<file path="src/rtl/aircraft_agent_if.sv">
// aircraft_agent_if: command, UART and status signals between an aircraft agent and its environment
interface aircraft_agent_if;
  logic cmd_valid;
  logic cmd_land;
  logic cmd_ready;
  logic [8:0] uart_tx_data;
  logic uart_tx_send;
  logic uart_tx_ready;
  logic [8:0] uart_rx_data;
  logic uart_rx_valid;
  logic cleared;
  logic diverted;
  logic fail;
  logic on_runway;
  logic runway_id;
  modport master (
    output cmd_valid, cmd_land, uart_tx_ready, uart_rx_data, uart_rx_valid,
    input cmd_ready, uart_tx_data, uart_tx_send, cleared, diverted, fail, on_runway, runway_id
  );
  modport slave (
    input cmd_valid, cmd_land, uart_tx_ready, uart_rx_data, uart_rx_valid,
    output cmd_ready, uart_tx_data, uart_tx_send, cleared, diverted, fail, on_runway, runway_id
  );
endinterface

</file>
<file path="src/rtl/aircraft_agent.sv">
// aircraft_agent: aircraft-side BobATC endpoint that requests the runway, tracks tower replies and declares once clear of it
module aircraft_agent #(
  parameter logic [3:0] PLANE_ID = 4'd0,
  parameter int RUNWAY_CYCLES = 16,
  parameter int REPLY_TIMEOUT = 256,
  parameter int RETRY_LIMIT = 3
) (
  input logic clock,
  input logic reset,
  aircraft_agent_if.slave bus
);
  localparam int TW = $clog2(REPLY_TIMEOUT);
  localparam int OW = $clog2(RUNWAY_CYCLES + 1);
  localparam logic [2:0] T_REQUEST = 3'b000;
  localparam logic [2:0] T_DECLARE = 3'b001;
  localparam logic [2:0] T_CLEAR = 3'b100;
  localparam logic [2:0] T_HOLD = 3'b101;
  localparam logic [2:0] T_SAY_AGAIN = 3'b110;
  localparam logic [2:0] T_DIVERT = 3'b111;
  typedef enum logic [2:0] {IDLE, TX_REQ, WAIT_ACK, HOLDING, ON_RUNWAY, TX_DECL} state_t;
  state_t state, state_n;
  logic land, runway, cleared_q, diverted_q, fail_q;
  logic [3:0] retries;
  logic [TW-1:0] timer;
  logic [OW-1:0] occ;
  logic [8:0] tx_data, req_word;
  logic match, hold, clear, divert, again, timeout;
  logic load_req, load_decl, take_clear, take_divert, give_up, bump;
  logic unused_rx;
  assign match = bus.uart_rx_valid && bus.uart_rx_data[8:5] == PLANE_ID;
  assign hold = match && bus.uart_rx_data[4:2] == T_HOLD;
  assign clear = match && bus.uart_rx_data[4:2] == T_CLEAR;
  assign divert = match && bus.uart_rx_data[4:2] == T_DIVERT;
  assign again = match && bus.uart_rx_data[4:2] == T_SAY_AGAIN;
  assign unused_rx = bus.uart_rx_data[1];
  // retry on the edge where the timer would reach REPLY_TIMEOUT-1, so the resend lands REPLY_TIMEOUT cycles after the last send
  assign timeout = timer == TW'(REPLY_TIMEOUT - 2);
  assign req_word = {PLANE_ID, T_REQUEST, state == IDLE ? bus.cmd_land : land, 1'b0};
  assign bus.cmd_ready = state == IDLE;
  assign bus.uart_tx_send = (state == TX_REQ || state == TX_DECL) && bus.uart_tx_ready;
  assign bus.uart_tx_data = tx_data;
  assign bus.cleared = cleared_q;
  assign bus.diverted = diverted_q;
  assign bus.fail = fail_q;
  assign bus.on_runway = state == ON_RUNWAY;
  assign bus.runway_id = runway;
  always_comb begin
    state_n = state;
    load_req = 1'b0;
    load_decl = 1'b0;
    take_clear = 1'b0;
    take_divert = 1'b0;
    give_up = 1'b0;
    bump = 1'b0;
    case (state)
      IDLE: if (bus.cmd_valid) begin
        state_n = TX_REQ;
        load_req = 1'b1;
      end
      TX_REQ: if (bus.uart_tx_ready) state_n = WAIT_ACK;
      WAIT_ACK, HOLDING: begin
        take_clear = clear;
        take_divert = divert;
        if (clear) state_n = ON_RUNWAY;
        else if (divert) state_n = IDLE;
        else if (state == WAIT_ACK && hold) state_n = HOLDING;
        else if (state == WAIT_ACK && (again || timeout)) begin
          give_up = retries == 4'(RETRY_LIMIT);
          bump = !give_up;
          load_req = !give_up;
          state_n = give_up ? IDLE : TX_REQ;
        end
      end
      ON_RUNWAY: if (occ == OW'(RUNWAY_CYCLES - 1)) begin
        state_n = TX_DECL;
        load_decl = 1'b1;
      end
      TX_DECL: if (bus.uart_tx_ready) state_n = IDLE;
      default: state_n = IDLE;
    endcase
  end
  always_ff @(posedge clock or posedge reset) begin
    if (reset) begin
      state <= IDLE;
      land <= 1'b0;
      runway <= 1'b0;
      retries <= '0;
      timer <= '0;
      occ <= '0;
      tx_data <= '0;
      cleared_q <= 1'b0;
      diverted_q <= 1'b0;
      fail_q <= 1'b0;
    end else begin
      state <= state_n;
      timer <= state == WAIT_ACK ? timer + 1'b1 : '0;
      occ <= state == ON_RUNWAY ? occ + 1'b1 : '0;
      retries <= state == IDLE ? '0 : retries + 4'(bump);
      cleared_q <= take_clear;
      diverted_q <= take_divert;
      fail_q <= give_up;
      if (state == IDLE && bus.cmd_valid) land <= bus.cmd_land;
      if (take_clear) runway <= bus.uart_rx_data[0];
      tx_data <= load_req ? req_word : load_decl ? {PLANE_ID, T_DECLARE, 1'b0, runway} : tx_data;
    end
  end
endmodule

</file>
<file path="src/flat_wrapper.sv">
// flat-port wrapper written by rule: the top's interface ports become plain ports
module aircraft_agent_flat 
#(
  parameter logic [3:0] PLANE_ID = 4'd0,
  parameter int RUNWAY_CYCLES = 16,
  parameter int REPLY_TIMEOUT = 256,
  parameter int RETRY_LIMIT = 3
)
  (clock, reset, bus_cmd_valid, bus_cmd_land, bus_uart_tx_ready, bus_uart_rx_data, bus_uart_rx_valid, bus_cmd_ready, bus_uart_tx_data, bus_uart_tx_send, bus_cleared, bus_diverted, bus_fail, bus_on_runway, bus_runway_id);
  aircraft_agent_if bus_i ();
  input logic clock;
  input logic reset;
  input wire logic [$bits(bus_i.cmd_valid)-1:0] bus_cmd_valid;
  input wire logic [$bits(bus_i.cmd_land)-1:0] bus_cmd_land;
  input wire logic [$bits(bus_i.uart_tx_ready)-1:0] bus_uart_tx_ready;
  input wire logic [$bits(bus_i.uart_rx_data)-1:0] bus_uart_rx_data;
  input wire logic [$bits(bus_i.uart_rx_valid)-1:0] bus_uart_rx_valid;
  output wire logic [$bits(bus_i.cmd_ready)-1:0] bus_cmd_ready;
  output wire logic [$bits(bus_i.uart_tx_data)-1:0] bus_uart_tx_data;
  output wire logic [$bits(bus_i.uart_tx_send)-1:0] bus_uart_tx_send;
  output wire logic [$bits(bus_i.cleared)-1:0] bus_cleared;
  output wire logic [$bits(bus_i.diverted)-1:0] bus_diverted;
  output wire logic [$bits(bus_i.fail)-1:0] bus_fail;
  output wire logic [$bits(bus_i.on_runway)-1:0] bus_on_runway;
  output wire logic [$bits(bus_i.runway_id)-1:0] bus_runway_id;
  assign bus_i.cmd_valid = bus_cmd_valid;
  assign bus_i.cmd_land = bus_cmd_land;
  assign bus_i.uart_tx_ready = bus_uart_tx_ready;
  assign bus_i.uart_rx_data = bus_uart_rx_data;
  assign bus_i.uart_rx_valid = bus_uart_rx_valid;
  assign bus_cmd_ready = bus_i.cmd_ready;
  assign bus_uart_tx_data = bus_i.uart_tx_data;
  assign bus_uart_tx_send = bus_i.uart_tx_send;
  assign bus_cleared = bus_i.cleared;
  assign bus_diverted = bus_i.diverted;
  assign bus_fail = bus_i.fail;
  assign bus_on_runway = bus_i.on_runway;
  assign bus_runway_id = bus_i.runway_id;
  aircraft_agent #(.PLANE_ID(PLANE_ID), .RUNWAY_CYCLES(RUNWAY_CYCLES), .REPLY_TIMEOUT(REPLY_TIMEOUT), .RETRY_LIMIT(RETRY_LIMIT)) u_core (.clock(clock), .reset(reset), .bus(bus_i));
endmodule
</file>
<file path="config.mk">
export PLATFORM = sky130hd
export DESIGN_NAME = aircraft_agent_flat
export DESIGN_NICKNAME = d
export VERILOG_FILES = /design/src/rtl/aircraft_agent_if.sv /design/src/rtl/aircraft_agent.sv /design/src/flat_wrapper.sv
export SDC_FILE = /design/constraint.sdc
export NUM_CORES = 1
export LEC_CHECK = 0
export CAP_MARGIN = 20
export CORE_ASPECT_RATIO = 2
export CORE_MARGIN = 10
export CORE_UTILIZATION = 50
export DETAILED_ROUTE_END_ITERATION = 10
export PLACE_DENSITY = 0.82
export SYNTH_ARGS = -nofsm -noshare
export SYNTH_HDL_FRONTEND = slang
export SYNTH_SLANG_ARGS = --single-unit
</file>
<file path="constraint.sdc">
create_clock -name clock -period 2.9 [get_ports clock]
set_clock_uncertainty 0.05 [all_clocks]
set_input_delay 0.29 -clock clock [delete_from_list [all_inputs] [get_ports clock]]
set_output_delay 0.29 -clock clock [all_outputs]
set_load 0.005 [all_outputs]
</file>
-- Word-level counts from Yosys, hierarchy flattened
Cells that the tools add are included.
- equal/unequal tests: 17
- bitwise gates (word level): 0
- add/sub/neg operators: 3
- div/mod/pow operators: 0
- multipliers: 0
- reduce and logical (&&, ||, !) cells: 17
- mux-type cells: 32
- shift operators: 0
- $lt $le $gt $ge: 0
- operators by type and width (cell ; count):
    two-way mux 3 bit ; 8
    == test 3 bit (second input constant) ; 6
    two-way mux 9 bit ; 2
    two-way mux 1 bit ; 17
    case mux 3 bit (5 select lines) ; 1
    logical AND 1 bit ; 9
    adder 8 x 1 -> 8 bit (second input constant) ; 1
    == test 8 bit (second input constant) ; 1
    two-way mux 8 bit ; 1
    == test 3 x 2 -> 1 bit (second input constant) ; 2
    != test 2 bit (second input constant) ; 3
    adder 5 x 1 -> 5 bit (second input constant) ; 1
    == test 5 x 4 -> 1 bit (second input constant) ; 1
    two-way mux 5 bit ; 1
    != test 5 x 1 -> 1 bit (second input constant) ; 1
    AND reduction 5 bit ; 1
    adder 4 x 1 -> 4 bit ; 1
    == test 4 x 2 -> 1 bit (second input constant) ; 1
    zero test 4 bit ; 1
    two-way mux 4 bit ; 1
    == test 3 x 1 -> 1 bit (second input constant) ; 1
    zero test 3 bit ; 1
    logical OR 1 bit ; 2
    != test 2 x 1 -> 1 bit (second input constant) ; 1
    other kinds (4) ; 4
- memory bits (read-only): 0
- bits in latches: 0
- memories kept: 0
- RAM bits: 0
- register bits after elaboration: 34
- input bits: 15

-- Logic depth before layout (Yosys ltp)
- depth in word-level cells: 12
- depth in mapped cells: 9
- mapped depth without buffers: 9

-- Worst setup path before layout
OpenSTA, ideal clock, no wires.
- path kind: register to register
- start point: register u_core.occ[0]
- end point: register u_core.state[0]
- period minus slack after synthesis: 2019 ps
- data arrival time: 1842 ps
- library setup time: 128 ps
- path buffers: 0
- setup slack: 881 ps
- cell stages (with the launch flop): 9
- data required time: 2722 ps
- path through: dfrtp_1 ha_1 and3_1 ha_1 mux2_1 mux2i_1 nand2b_1 o221ai_1 mux2_1
- word-level cells in the longest chain between the ends: 3
- RTL lines (element ; RTL line ; text):
    start, declared ; aircraft_agent.sv:25 ; logic [OW-1:0] occ;
    start signal, assigned ; aircraft_agent.sv:97 ; occ <= state == ON_RUNWAY ? occ + 1'b1 : '0;
    == test 5 x 4 -> 1 bit ; aircraft_agent.sv:74 ; ON_RUNWAY: if (occ == OW'(RUNWAY_CYCLES - 1)) begin
    != test 2 x 1 -> 1 bit (no source line) ; - ;
    AND reduction 5 bit (no source line) ; - ;
    end signal, assigned ; aircraft_agent.sv:95 ; state <= state_n;
    end, declared ; aircraft_agent.sv:21 ; state_t state, state_n;
Every way passes these cells.
A chain may end at the register's enable or synchronous reset.

-- Worst setup path in the final report
- start point: input port bus_uart_rx_data[6]
- end point: register u_core.retries[1]
- word-level cells in the longest chain between the ends: 12
- RTL lines (element ; RTL line ; text):
    start, declared ; flat_wrapper.sv:16 ; input wire logic [$bits(bus_i.uart_rx_data)-1:0] bus_uart_rx_data;
    zero test 4 bit (*) ; aircraft_agent.sv:30 ; assign match = bus.uart_rx_valid && bus.uart_rx_data[8:5] == PLANE_ID;
    logical AND 1 bit (*) ; aircraft_agent.sv:30 ;
    logical AND 1 bit ; aircraft_agent.sv:34 ; assign again = match && bus.uart_rx_data[4:2] == T_SAY_AGAIN;
    logical OR 1 bit ; aircraft_agent.sv:67 ; else if (state == WAIT_ACK && (again || timeout)) begin
    logical AND 1 bit ; aircraft_agent.sv:67 ;
    two-way mux 1 bit ; aircraft_agent.sv:67 ;
    two-way mux 1 bit ; aircraft_agent.sv:66 ; else if (state == WAIT_ACK && hold) state_n = HOLDING;
    two-way mux 1 bit ; aircraft_agent.sv:65 ; else if (divert) state_n = IDLE;
    two-way mux 1 bit (*) ; aircraft_agent.sv:64 ; if (clear) state_n = ON_RUNWAY;
    two-way mux 1 bit (*) ; aircraft_agent.sv:55 ; case (state)
    adder 4 x 1 -> 4 bit (*) ; aircraft_agent.sv:98 ; retries <= state == IDLE ? '0 : retries + 4'(bump);
    two-way mux 4 bit (*) ; aircraft_agent.sv:98 ;
    end signal, assigned ; aircraft_agent.sv:98 ;
    end, declared ; aircraft_agent.sv:23 ; logic [3:0] retries;
Every way passes the cells marked *; elsewhere a longest branch is shown, timed or not.

==> metrics <==
nature of the critical path endpoint flip-flop; setup_tns 0 ns; TritonCTS buffer count 3; Port-buffer cells 23; RR Startpoint u_core.occ[0]$_DFF_PP0_; largest net degree at the start of global routing 29; final design utilization 0.620; PwrDens around 520 mW/mm2; Clock Path Buffers 2; dominant cells by area after synthesis dfrtp_1 (47%), ha_1 (5.1%), nor2_1 (4.8%); number of global-route vias before repair 1147; Wirelength per Cell 15.7 um; area of the multi-input gates roughly 720 um2; Final Critical Period around 2.3 ns; WP data required about 3.0 ns; Post-synth EDFFs 0; I/O pins 31; Die W around 59 um; CTS tree done; Worst EP arrival roughly 2.4 ns; CTS Sinks 28; Gate Count Post-Synth approximately 140; Post-synth ARST share 1.00; Vias/cell around 5.6; crit path kind in2reg; Yosys Warn Count 0; Chip Height 97.1 um; GR Util met2 0.202; post-synthesis area per instance roughly 11 um2; Layout Area Growth over Synthesis 21.2%; Netlist cell types 42; met1 GRT Util 0.111; clock transition at the registers of the reported paths 0.10 ns; Register Area 701 um2; most frequent CP cell ha_1; post-cts resize count 0; crit-path max FO 8; crit path launch type input pin; antenna diode count 0; top-area cell type share of the netlist area 0.471; gr usage total 0.112; final setup violation count 0; clk_lat worst skew 0.28 ns; status complete, no violations; filler instances approximately 250; reg2reg path depth 8; # rows 28; Final nets 188; Hold Vio Cnt, Final 0; global-route wire length before repair slightly above 5000 um; TritonRoute pass-1 iters 5; total wire length just over 3000 um; Slew Limit Fails 0; root buf cell clkbuf_8; VDD IR max 446 uV; Max Cap Viol 0; busiest layer in global routing met2; # DRC 0; RSZ-0062 raised after global routing false; Core Footprint just under 0.003 mm2; delay-heaviest family, CP simple AND/OR/NAND/NOR gates; Yosys reg bits 28; Initial DRC Count 20; die area approximately 0.0057 mm2; Final Cycle Share 0.792; max incr delay on CP 0.45 ns; CP max-delay cell clkdlybuf4s50_1; Finished Layout Cells 196; top_reg_cell synth dfrtp_1; hpwl dp roughly 2400 um; GR Util met3 0.0288; worst reg2reg setup slack between 0.6 and 0.7 ns; antenna violations before repair 0; Seq/Total Area, Yosys 0.471; overflow left after global routing 0; share of cells above drive strength 1 0.108; area leader, netlist dfrtp_1; Critical path buffers and inverters 1; dpl cells about 190; hold_buf cts 0; Worst Hold Class in2async; post-synthesis cell area 0.00149 mm2; instance count on the critical path 8; Via Count between 1000 and 1500; Post CTS Setup Buffer Count 0; Fmax ~0.44 GHz; CP cell instances clkdlybuf4s50_1, nor4_4, nand3_4, mux2_4, nor3_4, ha_1, ha_1, nor2b_1; antenna viol nets, final 0; reg2reg end u_core.state[0]$_DFFE_PP0P_; Initial Util 0.511; H-tree levels 1; RePlAce Congestion around 0.8; leakage 0.000823 uW
-- layer usage --
metal | vias up | part of all wire
li1 | 524 | -
met1 | 538 | 0.36
met2 | 31 | 0.57
met3 | 5 | 0.056
met4 | 0 | 0.017
met5 | - | 0
-- area by class of cell --
class / instances / share of cell area
Tap cell: 30 / 0.0208
Timing Repair Buffer: 26 / 0.140
Multi-Input combinational cell: 102 / 0.398
Clock inverter: 1 / 0.0167
Sequential cell: 28 / 0.389
Clock buffer: 3 / 0.0229
Inverter: 6 / 0.0125
-- synthesized netlist by cell type (2+ instances only) --
| cell type | instances |
|---|---|
| buf_2 | 4 |
| nor4_2 | 2 |
| nand3_1 | 7 |
| mux2_1 | 3 |
| ha_1 | 6 |
| nor2b_1 | 2 |
| mux2i_1 | 2 |
| inv_1 | 6 |
| nand2_1 | 10 |
| nor3_1 | 3 |
| buf_4 | 6 |
| a21oi_1 | 3 |
| nand2b_1 | 3 |
| and3_1 | 2 |
| dfrtp_1 | 28 |
| nor2_1 | 19 |
| xor2_1 | 6 |
| nand3b_1 | 2 |
| xnor2_1 | 4 |
-- kinds of logic after synthesis --
family,Yosys count,share of synthesized area
buffers and inverters,16,0.0589
XOR/XNOR,10,0.0589
flip-flops,28,0.471
adder cells (fa/ha/maj),6,0.0505
AO/OA/AOI/OAI,13,0.0673
multiplexers,7,0.0539
other,1,0.00252
AND/OR/NAND/NOR,60,0.237
-- report_power, final --
part / leakage [uW] / internal (uW) / switching [uW] / total (uW)
logic: 0.000411 / 77.4 / 80.7 / 158
registers: 0.000376 / 424 / 46.3 / 470
clock network: 0.0000357 / 185 / 124 / 309
total: 0.000823 / 686 / 251 / 937
-- worst max path at each step --
stage | endpoint | startpoint
after floorplan | u_core.state[0]$_DFFE_PP0P_ | u_core.occ[0]$_DFF_PP0_
after global placement | u_core.retries[1]$_DFF_PP0_ | bus_uart_rx_data[6]
after detailed placement | u_core.retries[1]$_DFF_PP0_ | bus_uart_rx_data[6]
after CTS | u_core.retries[1]$_DFF_PP0_ | bus_uart_rx_data[6]
after global routing | u_core.retries[2]$_DFF_PP0_ | bus_uart_rx_data[6]
final | u_core.retries[1]$_DFF_PP0_ | bus_uart_rx_data[6]
-- cells in the final DEF, fill, tap and decap left out, types with 4 or more instances in the layout --
master           Yosys  routed
clkdlybuf4s50_1      0      23
conb_1               1       6
dfrtp_1             28      28
ha_1                 6       6
inv_1                6       6
nand2_1             10      10
nand3_1              7       7
nor2_1              19      19
xnor2_1              4       4
xor2_1               6       6
-- worst min-delay path: stages --
cell and delay [ns]:
clkdlybuf4s50_1 0.39, inv_1 0.05, buf_4 0.33
-- stage by stage --
step,setup slack [ns],hold slack (ns),power [uW],area (um2)
6_report,0.603,0.317,937,1800
2_1_floorplan,0.881,0.305,575,1510
4_1_cts,0.567,0.328,940,1800
3_5_place_dp,0.272,0.422,631,1730
5_1_grt,0.452,0.343,982,1800
3_3_place_gp,0.365,0.394,622,1730
-- registers in the layout, summed over array words and instances, names as in the netlist --
register,count
u_core.bus.fail,1
u_core.bus.diverted,1
u_core.occ,5
u_core.state,3
u_core.bus.runway_id,1
u_core.bus.uart_tx_data,3
u_core.timer,8
u_core.land,1
u_core.retries,4
u_core.bus.cleared,1
(Power assumes the default switching activity.)
==> RTL edit 1, RTL diff (same flow settings) <==
The 6 states of `state_t` get a one-hot encoding in 6 bits.
--- a/src/rtl/aircraft_agent.sv
+++ b/src/rtl/aircraft_agent.sv
@@ -17,7 +17,7 @@
   localparam logic [2:0] T_HOLD = 3'b101;
   localparam logic [2:0] T_SAY_AGAIN = 3'b110;
   localparam logic [2:0] T_DIVERT = 3'b111;
-  typedef enum logic [2:0] {IDLE, TX_REQ, WAIT_ACK, HOLDING, ON_RUNWAY, TX_DECL} state_t;
+  typedef enum logic [5:0] {IDLE = 6'b000001, TX_REQ = 6'b000010, WAIT_ACK = 6'b000100, HOLDING = 6'b001000, ON_RUNWAY = 6'b010000, TX_DECL = 6'b100000} state_t;
   state_t state, state_n;
   logic land, runway, cleared_q, diverted_q, fail_q;
   logic [3:0] retries;
Formal check against the unedited RTL: same outputs for any inputs over 10 cycles, from zero or initial values and one cycle with reset high; not proved beyond that.
==> RTL edit 1 against the unedited design <==
Worst setup slack worse by 0.17 ns; final area rose by 8.1%; hold slack gained 0.096 ns; routed wire length is 15% higher; synthesized area increased by 9.0%; sequential cell count up 3; highest routed layer unchanged.
Power is not compared: it rests on default switching activity, and its combinational part moved more than twofold at a synthesized area within 25%.
==> RTL edit 1: results (changes against the unedited design) <==
metric	value	unit	change
outcome	complete, no violations		unchanged
met3 wire len	163	um	was 172 um
ratio of cells with drive above 1 in the final layout	6.25	%	was 10.8%
FF/Latch Area	777	sq um	was 701 sq um
placed instance area	1850	sq um	was 1730 sq um
met2 routed WL	1950	um	was 1750 um
Tot GR Track Use	12.8	%	was 11.2%
commonest cells in the netlist	dfrtp_1, nor2_1, nand3_1		was dfrtp_1, nor2_1, nand2_1
critical path arrival	2.13	ns	was 2.42 ns
Worst-path clk slew	0.06	ns	was 0.10 ns
biggest regs	u_core.timer (8), u_core.state (6), u_core.occ (5)		was u_core.timer (8), u_core.occ (5), u_core.retries (4)
vias in the first global route	1361		was 1147
Metal-1 WL	1290	um	was 1120 um
Hold Crit Class	register to register		was input port to async pin
Synth cell types	39		was 42
met3 Resource Use GR	4.17	%	was 2.88%
Setup WS pre-CTS	0.420	ns	was 0.272 ns
# clk buffers	8		was 3
synth top area cells	dfrtp_1, nor2_1, xor2_1		was dfrtp_1, ha_1, nor2_1
#MultiIn Comb	122		was 102
peak fanout along the critical path	7		was 8
Syn Inst Count	165		was 141
GP Congestion	0.804		was 0.811
Non-Clock Buffer Count	24		was 26
Non-Filler Instances	223		was 196
Num CTS Buffers	5		was 3
[RTL edit 1: worst paths after layout]
kind                       slack [ns]                   end             from  cells after the start
min                              0.41         u_core.occ[0]    u_core.occ[0]                      1
min reg2reg                      0.41         u_core.occ[0]    u_core.occ[0]                      1
min in group asynchronous        0.43       u_core.state[2]            reset                      2
max                              0.43      bus_uart_tx_send  u_core.state[3]                      4
max reg2reg                      0.78  u_core.bus.runway_id  u_core.state[2]                      4
max in group asynchronous        1.72       u_core.timer[1]            reset                      3
[RTL edit 1: logic make-up after synthesis]
logic type               share of synthesized area [%]
AO/OA/AOI/OAI                                     8.34
XOR/XNOR                                          7.57
adder cells (fa/ha/maj)                           4.63
buffers and inverters                             5.87
flip-flops                                        48.0
multiplexers                                      3.86
other                                            0.231
AND/OR/NAND/NOR                                   21.5
[RTL edit 1: report_power, final]
group / internal [uW] / switching, uW
sequential: 475 / 53.3
combinational: 161 / 164
clock: 216 / 148
==> RTL edit 2, RTL diff (same settings) <==
Without the edit above. `REPLY_TIMEOUT` is set to 256 in 2 places; all go to 128.
--- a/src/rtl/aircraft_agent.sv
+++ b/src/rtl/aircraft_agent.sv
@@ -2,7 +2,7 @@
 module aircraft_agent #(
   parameter logic [3:0] PLANE_ID = 4'd0,
   parameter int RUNWAY_CYCLES = 16,
-  parameter int REPLY_TIMEOUT = 256,
+  parameter int REPLY_TIMEOUT = 128,
   parameter int RETRY_LIMIT = 3
 ) (
   input logic clock,
--- a/src/flat_wrapper.sv
+++ b/src/flat_wrapper.sv
@@ -3,7 +3,7 @@
 #(
   parameter logic [3:0] PLANE_ID = 4'd0,
   parameter int RUNWAY_CYCLES = 16,
-  parameter int REPLY_TIMEOUT = 256,
+  parameter int REPLY_TIMEOUT = 128,
   parameter int RETRY_LIMIT = 3
 )
   (clock, reset, bus_cmd_valid, bus_cmd_land, bus_uart_tx_ready, bus_uart_rx_data, bus_uart_rx_valid, bus_cmd_ready, bus_uart_tx_data, bus_uart_tx_send, bus_cleared, bus_diverted, bus_fail, bus_on_runway, bus_runway_id);
Function: same outputs for any inputs over 10 cycles, from zero or initial values and one cycle with reset high; that may be too few to reach the edited logic, so the function may still have changed.
==> RTL edit 2 against the unedited design <==
Clock power down 34%; power down 4.9%; final area down 7.9%; first-iteration DRC count down 50%; global-route usage up 0.56 points; count of clock-buffer cells in the layout up 1; routed wire length down 8.9%; die area down 6.3%; sequential power about the same; synthesized cell count down 5.7%; synthesized area down 8.6%; hold slack worse by 0.17 ns; sequential cell count down 1; worst setup slack better by 0.0040 ns; highest routed layer unchanged.
==> RTL edit 2: results (changes against the unedited design) <==
metric	value	unit	change
worst setup path end	bus_on_runway		was u_core.retries[1]
final wirelength	2810	um	was 3090 um
Non-Filler Instances	187		was 196
peak fanout along the critical path	5		was 8
vias in the first global route	1164		was 1147
Pre-antenna DRT Iters	2		was 5
Tot GR Track Use	11.8	%	was 11.2%
placed instance area	1590	sq um	was 1730 sq um
Pwr Total	891	uW	was 937 uW
Clock Latency Late Sink	0.26	ns	was 0.28 ns
Crit path max-delay family	buffers and inverters		was simple AND/OR/NAND/NOR gates
P_clk	205	uW	was 309 uW
sequential-to-total area share from yosys stat	49.7	%	was 47.1%
r2r setup slk	0.91	ns	was 0.67 ns
syn avg cell area	10.2	sq um	was 10.5 sq um
GP Congestion	0.841		was 0.811
sequential power share	52.8	%	was 50.2%
Crit Path Class	register to output pin		was input port to register
DPL Wire Length	2310	um	was 2390 um
# nets final	181		was 188
hold slack	0.149	ns	was 0.317 ns
outcome	complete, no violations		unchanged
Setup WS pre-CTS	0.431	ns	was 0.272 ns
largest net degree at the start of global routing	28		was 29
setup ws final	0.607	ns	was 0.603 ns
critical path arrival	1.95	ns	was 2.42 ns
biggest regs	u_core.timer (7), u_core.occ (5), u_core.retries (4)		was u_core.timer (8), u_core.occ (5), u_core.retries (4)
Synth cell types	34		was 42
first-pass GRT wire length	5120	um	was 5180 um
==> RTL edit 2: cell types whose count changed after synthesis, moves of 3 or more <==
cell,unedited run,this run
buf_2,4,0
mux2_1,3,0
nand2_1,10,13
nand2b_1,3,0
and2_1,0,3
nor3_1,3,6
==> RTL edit 2: layout make-up <==
type                    count  area, sq um
repair buffers             24          258
inverters                   5         18.8
clock buffers               4         45.0
flip-flops and latches     27          676
multi-input cells          99          627
well taps                  28         35.0
fillers                   228          911
==> RTL edit 2: routing by layer <==
layer  GRT usage [%]  vias to the layer above  wire [um]
met5               0                        -          0
met4            6.10                        0         64
met3            2.71                        6        111
met2            23.7                       15       1700
met1            9.92                      485        932
li1                -                      484          -
==> RTL edit 2: kinds of logic after synthesis <==
group	synth area share, %
AND/OR/NAND/NOR	25.6
flip-flops	49.7
buffers and inverters	5.52
AO/OA/AOI/OAI	4.51
XOR/XNOR	5.80
adder cells (fa/ha/maj)	5.52
multiplexers	3.04
other	0.276
